[src/rtl/basic_circuits_pkg.sv]
// Shared types and constants for the basic_circuits set.
// Holds the serial adder controller state encoding.
package basic_circuits_pkg;

    localparam int DEFAULT_WIDTH = 8;

    typedef enum logic [1:0] {
        IDLE  = 2'd0,
        SHIFT = 2'd1,
        DONE  = 2'd2
    } state_e;

endpackage

[src/rtl/full_adder.sv]
// One-bit full adder built from two half adders and an OR.
// half_adder is the primitive cell of the basic_circuits set.
module half_adder (
    input  logic a,
    input  logic b,
    output logic sum,
    output logic carry
);

    assign sum   = a ^ b;
    assign carry = a & b;

endmodule

module full_adder (
    input  logic a,
    input  logic b,
    input  logic cin,
    output logic sum,
    output logic cout
);

    logic s0;
    logic c0;
    logic c1;

    half_adder u_ha0 (
        .a     (a),
        .b     (b),
        .sum   (s0),
        .carry (c0)
    );

    half_adder u_ha1 (
        .a     (s0),
        .b     (cin),
        .sum   (sum),
        .carry (c1)
    );

    // Both half-adder carries can never be high together.
    assign cout = c0 | c1;

endmodule

[src/rtl/serial_adder.sv]
// Bit-serial unsigned adder, LSB first, one bit per clock.
// Controller and datapath share this file; the cell is full_adder.
module serial_adder
    import basic_circuits_pkg::*;
#(
    parameter int WIDTH = DEFAULT_WIDTH
) (
    input  logic             clk,
    input  logic             rst_n,
    input  logic             start,
    input  logic [WIDTH-1:0] a,
    input  logic [WIDTH-1:0] b,
    output logic             busy,
    output logic             done,
    output logic [WIDTH-1:0] sum,
    output logic             carry_out
);

    localparam int CW = (WIDTH > 1) ? $clog2(WIDTH) : 1;

    state_e           state_q, state_d;
    logic [CW-1:0]    cnt_q, cnt_d;
    logic [WIDTH-1:0] a_q, a_d;
    logic [WIDTH-1:0] b_q, b_d;
    logic [WIDTH-1:0] r_q, r_d;
    logic             c_q, c_d;
    logic [WIDTH-1:0] sum_q, sum_d;
    logic             co_q, co_d;

    logic fa_s;
    logic fa_co;

    full_adder u_fa (
        .a    (a_q[0]),
        .b    (b_q[0]),
        .cin  (c_q),
        .sum  (fa_s),
        .cout (fa_co)
    );

    // Next-state and datapath update; everything holds by default.
    always_comb begin
        state_d = state_q;
        cnt_d   = cnt_q;
        a_d     = a_q;
        b_d     = b_q;
        r_d     = r_q;
        c_d     = c_q;
        sum_d   = sum_q;
        co_d    = co_q;
        unique case (state_q)
            IDLE: begin
                if (start) begin
                    a_d     = a;
                    b_d     = b;
                    r_d     = '0;
                    c_d     = 1'b0;
                    cnt_d   = '0;
                    state_d = SHIFT;
                end
            end
            SHIFT: begin
                a_d   = a_q >> 1;
                b_d   = b_q >> 1;
                r_d   = {fa_s, r_q[WIDTH-1:1]};
                c_d   = fa_co;
                cnt_d = cnt_q + CW'(1);
                if (cnt_q == CW'(WIDTH - 1)) begin
                    sum_d   = {fa_s, r_q[WIDTH-1:1]};
                    co_d    = fa_co;
                    state_d = DONE;
                end
            end
            DONE: begin
                state_d = IDLE;
            end
            default: begin
                state_d = IDLE;
            end
        endcase
    end

    // State and datapath registers with synchronous active-low reset.
    always_ff @(posedge clk) begin
        if (!rst_n) begin
            state_q <= IDLE;
            cnt_q   <= '0;
            a_q     <= '0;
            b_q     <= '0;
            r_q     <= '0;
            c_q     <= 1'b0;
            sum_q   <= '0;
            co_q    <= 1'b0;
        end else begin
            state_q <= state_d;
            cnt_q   <= cnt_d;
            a_q     <= a_d;
            b_q     <= b_d;
            r_q     <= r_d;
            c_q     <= c_d;
            sum_q   <= sum_d;
            co_q    <= co_d;
        end
    end

    assign busy      = (state_q == SHIFT);
    assign done      = (state_q == DONE);
    assign sum       = sum_q;
    assign carry_out = co_q;

endmodule

[config.mk]
export PLATFORM = sky130hd
export DESIGN_NAME = serial_adder
export DESIGN_NICKNAME = d
export VERILOG_FILES = /design/src/rtl/basic_circuits_pkg.sv /design/src/rtl/full_adder.sv /design/src/rtl/serial_adder.sv
export SDC_FILE = /design/constraint.sdc
export NUM_CORES = 1
export LEC_CHECK = 0
export CAP_MARGIN = 20
export CORE_MARGIN = 4
export CORE_UTILIZATION = 40
export CTS_BUF_LIST = sky130_fd_sc_hd__clkbuf_4 sky130_fd_sc_hd__clkbuf_8 sky130_fd_sc_hd__clkbuf_16
export CTS_CLUSTER_SIZE = 8
export DETAILED_ROUTE_END_ITERATION = 16
export GPL_TIMING_DRIVEN = 0
export PLACE_DENSITY_LB_ADDON = 0.12
export SLEW_MARGIN = 10
export SYNTH_ARGS = -nofsm -noshare
export SYNTH_HDL_FRONTEND = slang
export SYNTH_HIERARCHICAL = 1
export SYNTH_SLANG_ARGS = --single-unit
[constraint.sdc]
create_clock -name clk -period 1.3 [get_ports clk]
set_clock_uncertainty 0.1 [all_clocks]
set_input_delay 0.39 -clock clk [delete_from_list [all_inputs] [get_ports clk]]
set_output_delay 0.39 -clock clk [all_outputs]
set_load 0.005 [all_outputs]
==> results of run 1 <==
power breakdown:
| group | switching [mW] | internal, mW | total [mW] |
|---|---|---|---|
| clock | 0.409 | 0.449 | 0.857 |
| combinational | 0.223 | 0.279 | 0.501 |
| sequential | 0.0472 | 1.21 | 1.26 |
| total | 0.679 | 1.94 | 2.62 |
repair_timing:
action / CTS / global route
setup endpoints to repair: 49 / 39
gates cloned: 4 / 2
resized for setup: 130 / 19
setup buffers: 7 / 10
pin swaps: 9 / 5
hold buffers: 0 / 0
endpoints found under the hold margin: 0 / 0
per-layer routing:
metal / wire length (µm) / up-vias / global-route usage, %
met5: 0 / - / 0
met4: 49 / 0 / 5.43
met3: 199 / 7 / 5.26
met2: 2200 / 28 / 27.2
met1: 1880 / 676 / 20.1
li1: - / 684 / -
critical path, cell delays in order, from the launching register on:
cell	delay [ps]
dfxtp_4	360
buf_12	120
buf_12	110
and2b_2	200
buf_6	80
cell usage in the layout, fill, tap and decap left out, types with 2 or more instances in the layout:
master	n
ha_2	2
o21ai_1	9
dfxtp_2	13
buf_6	7
o22ai_2	9
buf_16	2
nand2_1	17
buf_2	12
clkbuf_8	6
dfxtp_1	23
clkdlybuf4s50_1	16
buf_12	5
buf_8	3
buf_4	12
dfxtp_4	2
mux2i_1	13
a211oi_2	13
o21ai_2	4
nor2_4	11
nor2_1	4
ha_4	2
nand3_1	11
final timing paths:
path / end / slack [ps]
worst max-delay path: done / -350
worst min-delay path: sum[3] / 360
worst max register to register: b_q[2] / -270
worst min register to register: sum[3] / 360
logic make-up (layout without fill, tap and decap cells):
family,Yosys count,in the layout
and+or+nand+nor,52,53
AOI/OAI and AO/OA,39,39
DFF,38,38
buffers and inverters,16,70
muxes,13,13
adders and majority gates,4,4
per-stage QoR:
step	total power, mW	hold slack, ps	instances
floorplan	1.48	328	162
CTS	2.60	340	257
detailed placement	1.59	357	239
global placement	1.58	350	239
global route	2.74	383	265
finish	2.62	361	265
flip-flops by register name, indices dropped and copies added (netlist names):
| signal | flops |
|---|---|
| a_q | 8 |
| state_q | 2 |
| carry_out | 1 |
| cnt_q | 3 |
| sum | 8 |
| r_q | 7 |
| c_q | 1 |
| b_q | 8 |
layout make-up:
type / instances / area [µm²] / area share (%)
inverter: 3 / 13.8 / 0.541
tap: 48 / 60.1 / 2.36
sequential: 38 / 785 / 30.9
clock inverter: 1 / 5.00 / 0.197
buffer: 10 / 126 / 4.97
clock buffer: 7 / 90.1 / 3.54
multi-input combinational: 109 / 978 / 38.5
timing repair buffer: 49 / 484 / 19.0
==> reports/metrics.cfg, run 1 <==
[run_status]
status=finished, violations left
violations=setup timing

[yosys]
ys_seq_area_share_pct=46.5
yosysMostFrequentCell=dfxtp_1
synthXorXnorAreaFrac_pct=0
ys.flop_type=dfxtp_1
avgSynthCellArea_um2=10.1
synth_compound_area_share_pct=19.6
synth_top_family_by_area=compound AO/OA/AOI/OAI gates
syn_nets=185
netlist_instances=162
yosys.area_share.adder_pct=3.06
syn-cell-area_um2=1640
yosysTopAreaCell=dfxtp_1
synth-seq-cells=38
synth.area.mux_share_pct=7.96
yosysWarnings=6
synthArstFlopShare_pct=0
synth_top_area_share_pct=46.5
synth_area_leaders=dfxtp_1 47%, a211oi_2 9.9%, mux2i_1 8.0%
synth_edf_count=0
yosys.area_share.simple_pct=15.1
yosysUniqueCellTypes=25
netlist_top_cells_count=38 x dfxtp_1, 17 x nand2_1, 16 x nor2_1, 13 x a211oi_2, 13 x mux2i_1

[sta]
slew_headroom_pct=72.6
fin_crit_sh_pct=127
setup_viol=38
drv_slew=0
layout_setup_ws_ps=-351
rsz0062_at_grt=yes
finalCriticalPeriod_ps=1650
hold_viol=0
fmax_mhz=606
tns_ps=-5930
worst_pin_slew_ps=406

[detailed_routing]
drt-pass1-iter-count=4
vias=1395
via_per_inst=5.26
detail_route.drc_violations=0
drt_iter0_drc=75
detail-route-antenna-nets=0
wl_um=4330
wl_per_cell_um=16.3

[placed_design]
placedInstanceArea_um2=1990
post-place-ws_ps=-541
port_buffers=29
hpwlAfterDp_um=2450
place_congestion=0.787

[setup_path]
crit_required_ps=810
r2r_start=state_q[0]
cp_max_fo=2
worst_r2r_path_depth=7
critPathKind=register to output port
crit_start=state_q[0]
worstPathArrival_ps=1160
critPathCaptureType=output port
start_kind=register

[floorplan]
rows=22
core-area_um2=3800
boundaryPins=30
die_area_um2=5180
die_h_um=71.9
initial_utilization_pct=43.1
die_x_um=71.9

[global_route]
overflow=0
grt_max_degree=12
grt_first_pass_wirelength_um=6550
grt_pass1_vias=1365
antenna_found_initial=0
gr-usage-all-layers_pct=16.4

[layout]
drive_gt1_share_pct=53.9
area_growth_syn_to_layout_pct=55.5
fill_cells=314
fin_area_um2=2540
postLayoutCoreUtil_pct=66.9
final_nets=239
diodes=0

[worst_hold_path]
hold_class=register to register
min-delay-start=sum[3]
min_path_cells=2

[cts]
clk_latency_ps=290
cts_buffers=5
tritoncts=yes
clockBufferDepth=2
htree_num_levels=2
clkSinkCount=38
clock_tree.root_cell=clkbuf_8
clk_pin_slew_ps=70

[pwr]
p_per_area_nw_per_um2=1030
p_leak_nw=1.00
peakVddDrop_mv=0.594

[flow_run]
maxCapViolCount=0

Power figures use the tool's default switching activity.
==> run 2, diff against run 1 <==
--- a/config.mk
+++ b/config.mk
@@ -5,6 +5,7 @@
 export SDC_FILE = /design/constraint.sdc
 export NUM_CORES = 1
 export LEC_CHECK = 0
+export ABC_AREA = 1
 export CAP_MARGIN = 20
 export CORE_MARGIN = 4
 export CORE_UTILIZATION = 40
==> run 2 against run 1 <==
  * The flow still finishes with violations (setup timing)
  * Synthesized cell count increased by 46%
  * Highest routed layer unchanged
  * Critical path type unchanged
  * Final cell count increased by 37%
  * Cell area rose by 19%
  * Sequential cell count did not move
  * Sequential share of layout area is 5.0 points lower
  * Critical endpoint unchanged
  * Largest cell class unchanged
  * Register-to-register slack improved by 100 ps
==> reports/metrics.cfg, run 2 <==
[layout]
postLayoutCoreUtil_pct=64.1  ; -2.9 points
final_nets=319  ; +33%
fin_area_um2=3030  ; +19%
most-common-layout-cells=42 x nand2_1, 29 x nand3_2, 27 x inv_1
drive_gt1_share_pct=49.5  ; -4.4 points
fill_cells=382  ; +22%
final_cells=364  ; +37%
layout_commonest_cell=nand2_1
diodes=0  ; unchanged
multiInputGateArea_um2=1150  ; +18%
area_growth_syn_to_layout_pct=56.2
layout.area.seq_um2=783  ; -0.16%

[floorplan]
die_x_um=77.6  ; +7.9%
core-area_um2=4720  ; +24%
die_h_um=77.6  ; +7.9%
rows=25  ; +14%
boundaryPins=30  ; unchanged
initial_utilization_pct=41.0  ; -2.0 points
die_area_um2=6020  ; +16%

[setup_path]
crit_required_ps=810  ; about the same
start_kind=register
r2r_start=state_q[1]
critPathCaptureType=output port
ff2ff_setup_slack_ps=-170  ; +100 ps
critPathKind=register to output port
worstPathArrival_ps=1090  ; -70 ps
worst_r2r_path_depth=9  ; +2
r2r-end=a_q[0]
cp_max_fo=2  ; unchanged

[sta]
finalCriticalPeriod_ps=1580  ; -74.4 ps
layout_setup_ws_ps=-277  ; +74.4 ps
tns_ps=-4120  ; +1800 ps
setup_viol=40  ; +5.3%
slew_headroom_pct=72.3  ; -0.24 points
hold_ws_ps=358  ; -3.33 ps
fin_crit_sh_pct=121  ; -5.7 points
drv_slew=0  ; unchanged
fmax_mhz=634  ; +4.7%
rsz0062_at_grt=yes
worst_pin_slew_ps=415  ; +9.30 ps
hold_viol=0  ; unchanged

[flow_run]
maxCapViolCount=0  ; unchanged

[pwr]
p_leak_nw=1.28  ; +28%
peakVddDrop_mv=0.567  ; -4.6%
intPower_mw=2.34  ; +21%
total_switching_power_mw=0.778  ; +15%
p_clk_share_pct=40.1  ; +7.4 points
swShare_pct=24.9  ; -0.96 points
p_per_area_nw_per_um2=1030  ; about the same
p_comb_share_pct=19.8  ; +0.7 points
seqPwrFrac_pct=40.1  ; -8.1 points
power.total_mw=3.12  ; +19%

[cts]
clock_tree.root_cell=clkbuf_8
cts_buffers=5  ; unchanged
clkSinkCount=38  ; unchanged
clk_pin_slew_ps=80  ; about the same
clockBufferDepth=2  ; unchanged
tritoncts=yes
htree_num_levels=2  ; unchanged
clk_latency_ps=290  ; about the same

[placed_design]
place_congestion=0.692  ; -12%
post-place-ws_ps=-509  ; +32.2 ps
place_inst=332  ; +39%
placedInstanceArea_um2=2310  ; +16%
port_buffers=29  ; unchanged
hpwlAfterDp_um=2840  ; +16%

[global_route]
antenna_found_initial=0  ; unchanged
grt_pass1_vias=1715  ; +26%
gr-usage-all-layers_pct=16.2  ; -0.21 points
grt_max_degree=13  ; +1
overflow=0  ; unchanged
grt_first_pass_wirelength_um=7780  ; +19%

[yosys]
synth-seq-cells=38  ; unchanged
synth_edf_count=0  ; unchanged
yosysUniqueCellTypes=22  ; -12%
yosysTopAreaCell=dfxtp_1
syn-cell-area_um2=1940  ; +19%
ys.flop_type=dfxtp_1
synth_area_leaders=dfxtp_1 39%, nand3_1 10%, nand3_2 10%
syn_nets=259  ; +40%
ys_seq_area_share_pct=39.3  ; -7.3 points
synth_top_area_share_pct=39.3  ; -7.3 points
netlist_instances=236  ; +46%
netlist_top_cells_count=46 x nand2_1, 40 x nand3_1, 38 x dfxtp_1, 28 x inv_1
avgSynthCellArea_um2=8.21  ; -19%
yosysWarnings=6  ; unchanged
synthArstFlopShare_pct=0  ; unchanged
yosysMostFrequentCell=nand2_1

[run_status]
status=finished, violations left
violations=setup timing

[detailed_routing]
detail_route.drc_violations=0  ; unchanged
via_per_inst=4.80  ; -8.7%
wl_per_cell_um=14.0  ; -14%
drt-pass1-iter-count=4  ; unchanged
drt_iter0_drc=67  ; -11%
vias=1749  ; +25%
detail-route-antenna-nets=0  ; unchanged
wl_um=5100  ; +18%

[worst_hold_path]
hold_class=register to register
min-delay-start=carry_out
hold_path_end=carry_out
min_path_cells=2  ; unchanged

[run 2: metal layers]
metal / vias to the layer above / share of wire [%] / global-route usage [%]
met1: 811 / 44 / 19.5
met5: - / 0 / 0
met3: 8 / 3.3 / 3.71
met2: 37 / 51 / 27.3
li1: 893 / - / -
met4: 0 / 1.4 / 7.30
[run 2: logic make-up after synthesis]
kind of cell,share of synthesized area [%]
flops,39.3
simple gates,33.8
compound gates,11.2
fa+ha+maj,2.58
buf+inv,13.1
[run 2: timing repair]
item | 4_1_cts | 5_1_grt
buffers inserted | 10 | 10
hold buffers | 0 | 0
gates cloned | 1 | 6
setup endpoints to repair | 49 | 39
gates resized for setup | 84 | 54
pin swaps | 3 | 19
[run 2: power groups by stage]
stage          Combinational, mW  Sequential (mW)  Clock (mW)
2_1_floorplan              0.301             1.26           0
3_5_place_dp               0.424             1.27           0
5_1_grt                    0.665             1.26        1.33
3_3_place_gp               0.423             1.27           0
6_report                   0.617             1.25        1.25
4_1_cts                    0.483             1.25        1.27
[run 2: worst max-delay path: stages (launching register included)]
cell and delay (ps):
dfxtp_4 370, inv_6 40, buf_6 110, buf_6 110, nor2_1 60, buf_2 110
[run 2: final cells by class]
type | count | share of cell area, %
well taps | 67 | 2.77
plain buffers | 12 | 5.54
repair inverters | 1 | 0.248
repair buffers | 53 | 18.1
clock inverters | 2 | 1.98
inverters | 33 | 4.75
multi-input cells | 152 | 38.0
flip-flops and latches | 38 | 25.9
clock buffers | 6 | 2.73
[run 2: how the worst max path moves through the flow]
stage | to | startpoint | slack, ps | cells past startpoint
2_1_floorplan | r_q[7] | a_q[0] | 70 | 4
3_3_place_gp | busy | state_q[0] | -510 | 5
3_5_place_dp | busy | state_q[0] | -510 | 5
4_1_cts | done | state_q[0] | -320 | 5
5_1_grt | done | state_q[1] | -320 | 5
6_report | done | state_q[1] | -280 | 5
==> edit: new RTL, flow settings as in run 2 <==
`DEFAULT_WIDTH`: 8 -> 32.
--- a/src/rtl/basic_circuits_pkg.sv
+++ b/src/rtl/basic_circuits_pkg.sv
@@ -2,7 +2,7 @@
 // Holds the serial adder controller state encoding.
 package basic_circuits_pkg;
 
-    localparam int DEFAULT_WIDTH = 8;
+    localparam int DEFAULT_WIDTH = 32;
 
     typedef enum logic [1:0] {
         IDLE  = 2'd0,
Ports: changed (resized a, b and sum); port bits go from 30 to 102. The function was not compared with the original's and may differ.
==> edit against run 2 <==
The run still ends with negative setup slack left; critical path depth unchanged; routed wire length rose to 3.7 times the old value; cell area increased to 3.2 times the old value; sequential share of layout area increased by 2.6 points; die area grew to 2.7 times the old value; combinational power rose to 2.9 times the old value; synthesized area grew to 3.0 times the old value; non-clock buffer count increased by 146; sequential cell count up 98; worst setup slack got worse by 0.15 ns; via count rose to 3.5 times the old value; power rose to 3.6 times the old value.
==> edit: results (changes against run 2) <==
| Metric | Value |
|---|---|
| Result of the run | `finished, violations left` |
| Failing checks | `negative setup slack` |
| Max Fanout on Critical Path | `3 (+1)` |
| Hold crit path type | `input port to register` |
| Vias per cell | `5.024 (+4.6%)` |
| Hold Crit Endpoint | `state_q[0]` |
| HP Start | `start` |
| Root buffer cell | `clkbuf_16` |
| Synthesized Nets | `931 (+260%)` |
| Leakage | `0.004278 µW (+230%)` |
| DP HPWL | `10520 µm (+270%)` |
| Area post-placement | `0.007111 mm² (+210%)` |
| Gr usage total | `0.1894 (+0.02735)` |
| Routed wire per std cell | `15.27 µm (+9.0%)` |
| Layout cell share with drive strength beyond 1 | `0.3775 (-0.1174)` |
| GP Congestion | `0.7695 (+11%)` |
| Register-to-Register Path Depth | `11 (+2)` |
| PortBufs | `100 (+240%)` |
| H-tree depth | `4 (+2)` |
| R2r setup slk | `-0.42 ns (-0.25 ns)` |
| Clock transition at path regs | `0.06 ns (-0.02 ns)` |
| Setup ws final | `-0.4313 ns (-0.1545 ns)` |
| Endpoints failing setup | `171 (+330%)` |
| Top cells by instance count after synthesis | `nand2_1 (236), nand3_1 (171), dfxtp_1 (136), nor2_1 (134), inv_1 (71)` |
| Clock Latency Late Sink | `0.42 ns (+0.13 ns)` |
| Drt initial violations | `346 (+420%)` |
| Layout Nets | `1101 (+250%)` |
| Setup TNS | `-33.15 ns (-29.03 ns)` |
| Max transition margin | `0.3712 (-0.3519)` |
| RR Endpoint | `sum[29]` |
| Reg-to-reg startpoint | `cnt_q[0]` |
| Main area contributors after synthesis | `dfxtp_1 (47%), nand2_1 (15%), nand3_1 (15%)` |
| Hold slack | `0.2483 ns (-0.1094 ns)` |
| Peak VDD IR | `1.029 mV (+82%)` |
| First-pass GRT wire length | `25180 µm (+220%)` |
| Vias in the first global route | `5286 (+210%)` |
| DRT Pass-1 Iters | `5 (+1)` |
## edit: cells by family (layout without fill, tap and decap cells)
logic type / Yosys count / after routing / share of synthesized area
buf+inv: 134 / 315 / 0.09716
flops: 136 / 136 / 0.4688
compound gates: 43 / 43 / 0.03705
simple gates: 543 / 543 / 0.3884
fa+ha+maj: 4 / 4 / 0.008617
## edit: critical path, delay by kind of cell, from the launching register on
kind	cells	cell delay [ns]
flip-flops	1	0.37
AND/OR/NAND/NOR	1	0.08
buffers and inverters	4	0.37
## edit: metrics by stage
| stage | utilization | worst slack, ns | total power [µW] | std cells |
|---|---|---|---|---|
| 6_report | 0.6939 | -0.4313 | 11150 | 1221 |
| 2_1_floorplan | - | -0.1513 | 5090 | 860 |
| 5_1_grt | 0.6939 | -0.5174 | 11510 | 1221 |
| 4_1_cts | 0.5728 | -0.4187 | 10560 | 1187 |
| 3_5_place_dp | 0.5064 | -0.9626 | 5517 | 1140 |
| 3_3_place_gp | 0.5064 | -1.008 | 5510 | 1140 |
## edit: final cells by class
cell class	count	area [µm²]
Clock buffer	22	488.0
Tap cell	180	225.2
Clock inverter	8	120.1
Inverter	74	297.8
Sequential cell	136	2779
Multi-Input combinational cell	590	3481
Timing Repair Buffer	151	1710
Fill cell	1067	4298
Buffer	60	643.1
## edit: layer usage
metal  vias up  track usage  part of all wire
met3        33      0.05147             0.051
li1       3045            -                 -
met5         -            0                 0
met2       166       0.3190              0.50
met4         0      0.05930             0.023
met1      2890       0.2367              0.42
## edit: repair_timing
item / CTS / global route
pin swaps: 8 / 83
buffers inserted: 13 / 17
gates cloned: 4 / 18
endpoints found under the setup margin: 171 / 169
resized for setup: 290 / 256
## edit: how the worst max path moves through the flow
stage                     startpoint       to  depth (start not counted)
after floorplan             cnt_q[1]  sum[12]                         11
after global placement         rst_n  b_q[22]                          5
after detailed placement       rst_n  b_q[22]                          5
after CTS                 state_q[0]     busy                          5
after global routing        cnt_q[0]  sum[15]                         11
final                     state_q[0]     busy                          5
## edit: report_power, final
| group | leakage [µW] | switching [µW] | total (µW) | internal (µW) |
|---|---|---|---|---|
| Clock | 0.000297 | 1750 | 4960 | 3210 |
| Sequential | 0.00113 | 84.7 | 4390 | 4300 |
| Combinational | 0.00285 | 897 | 1800 | 904 |
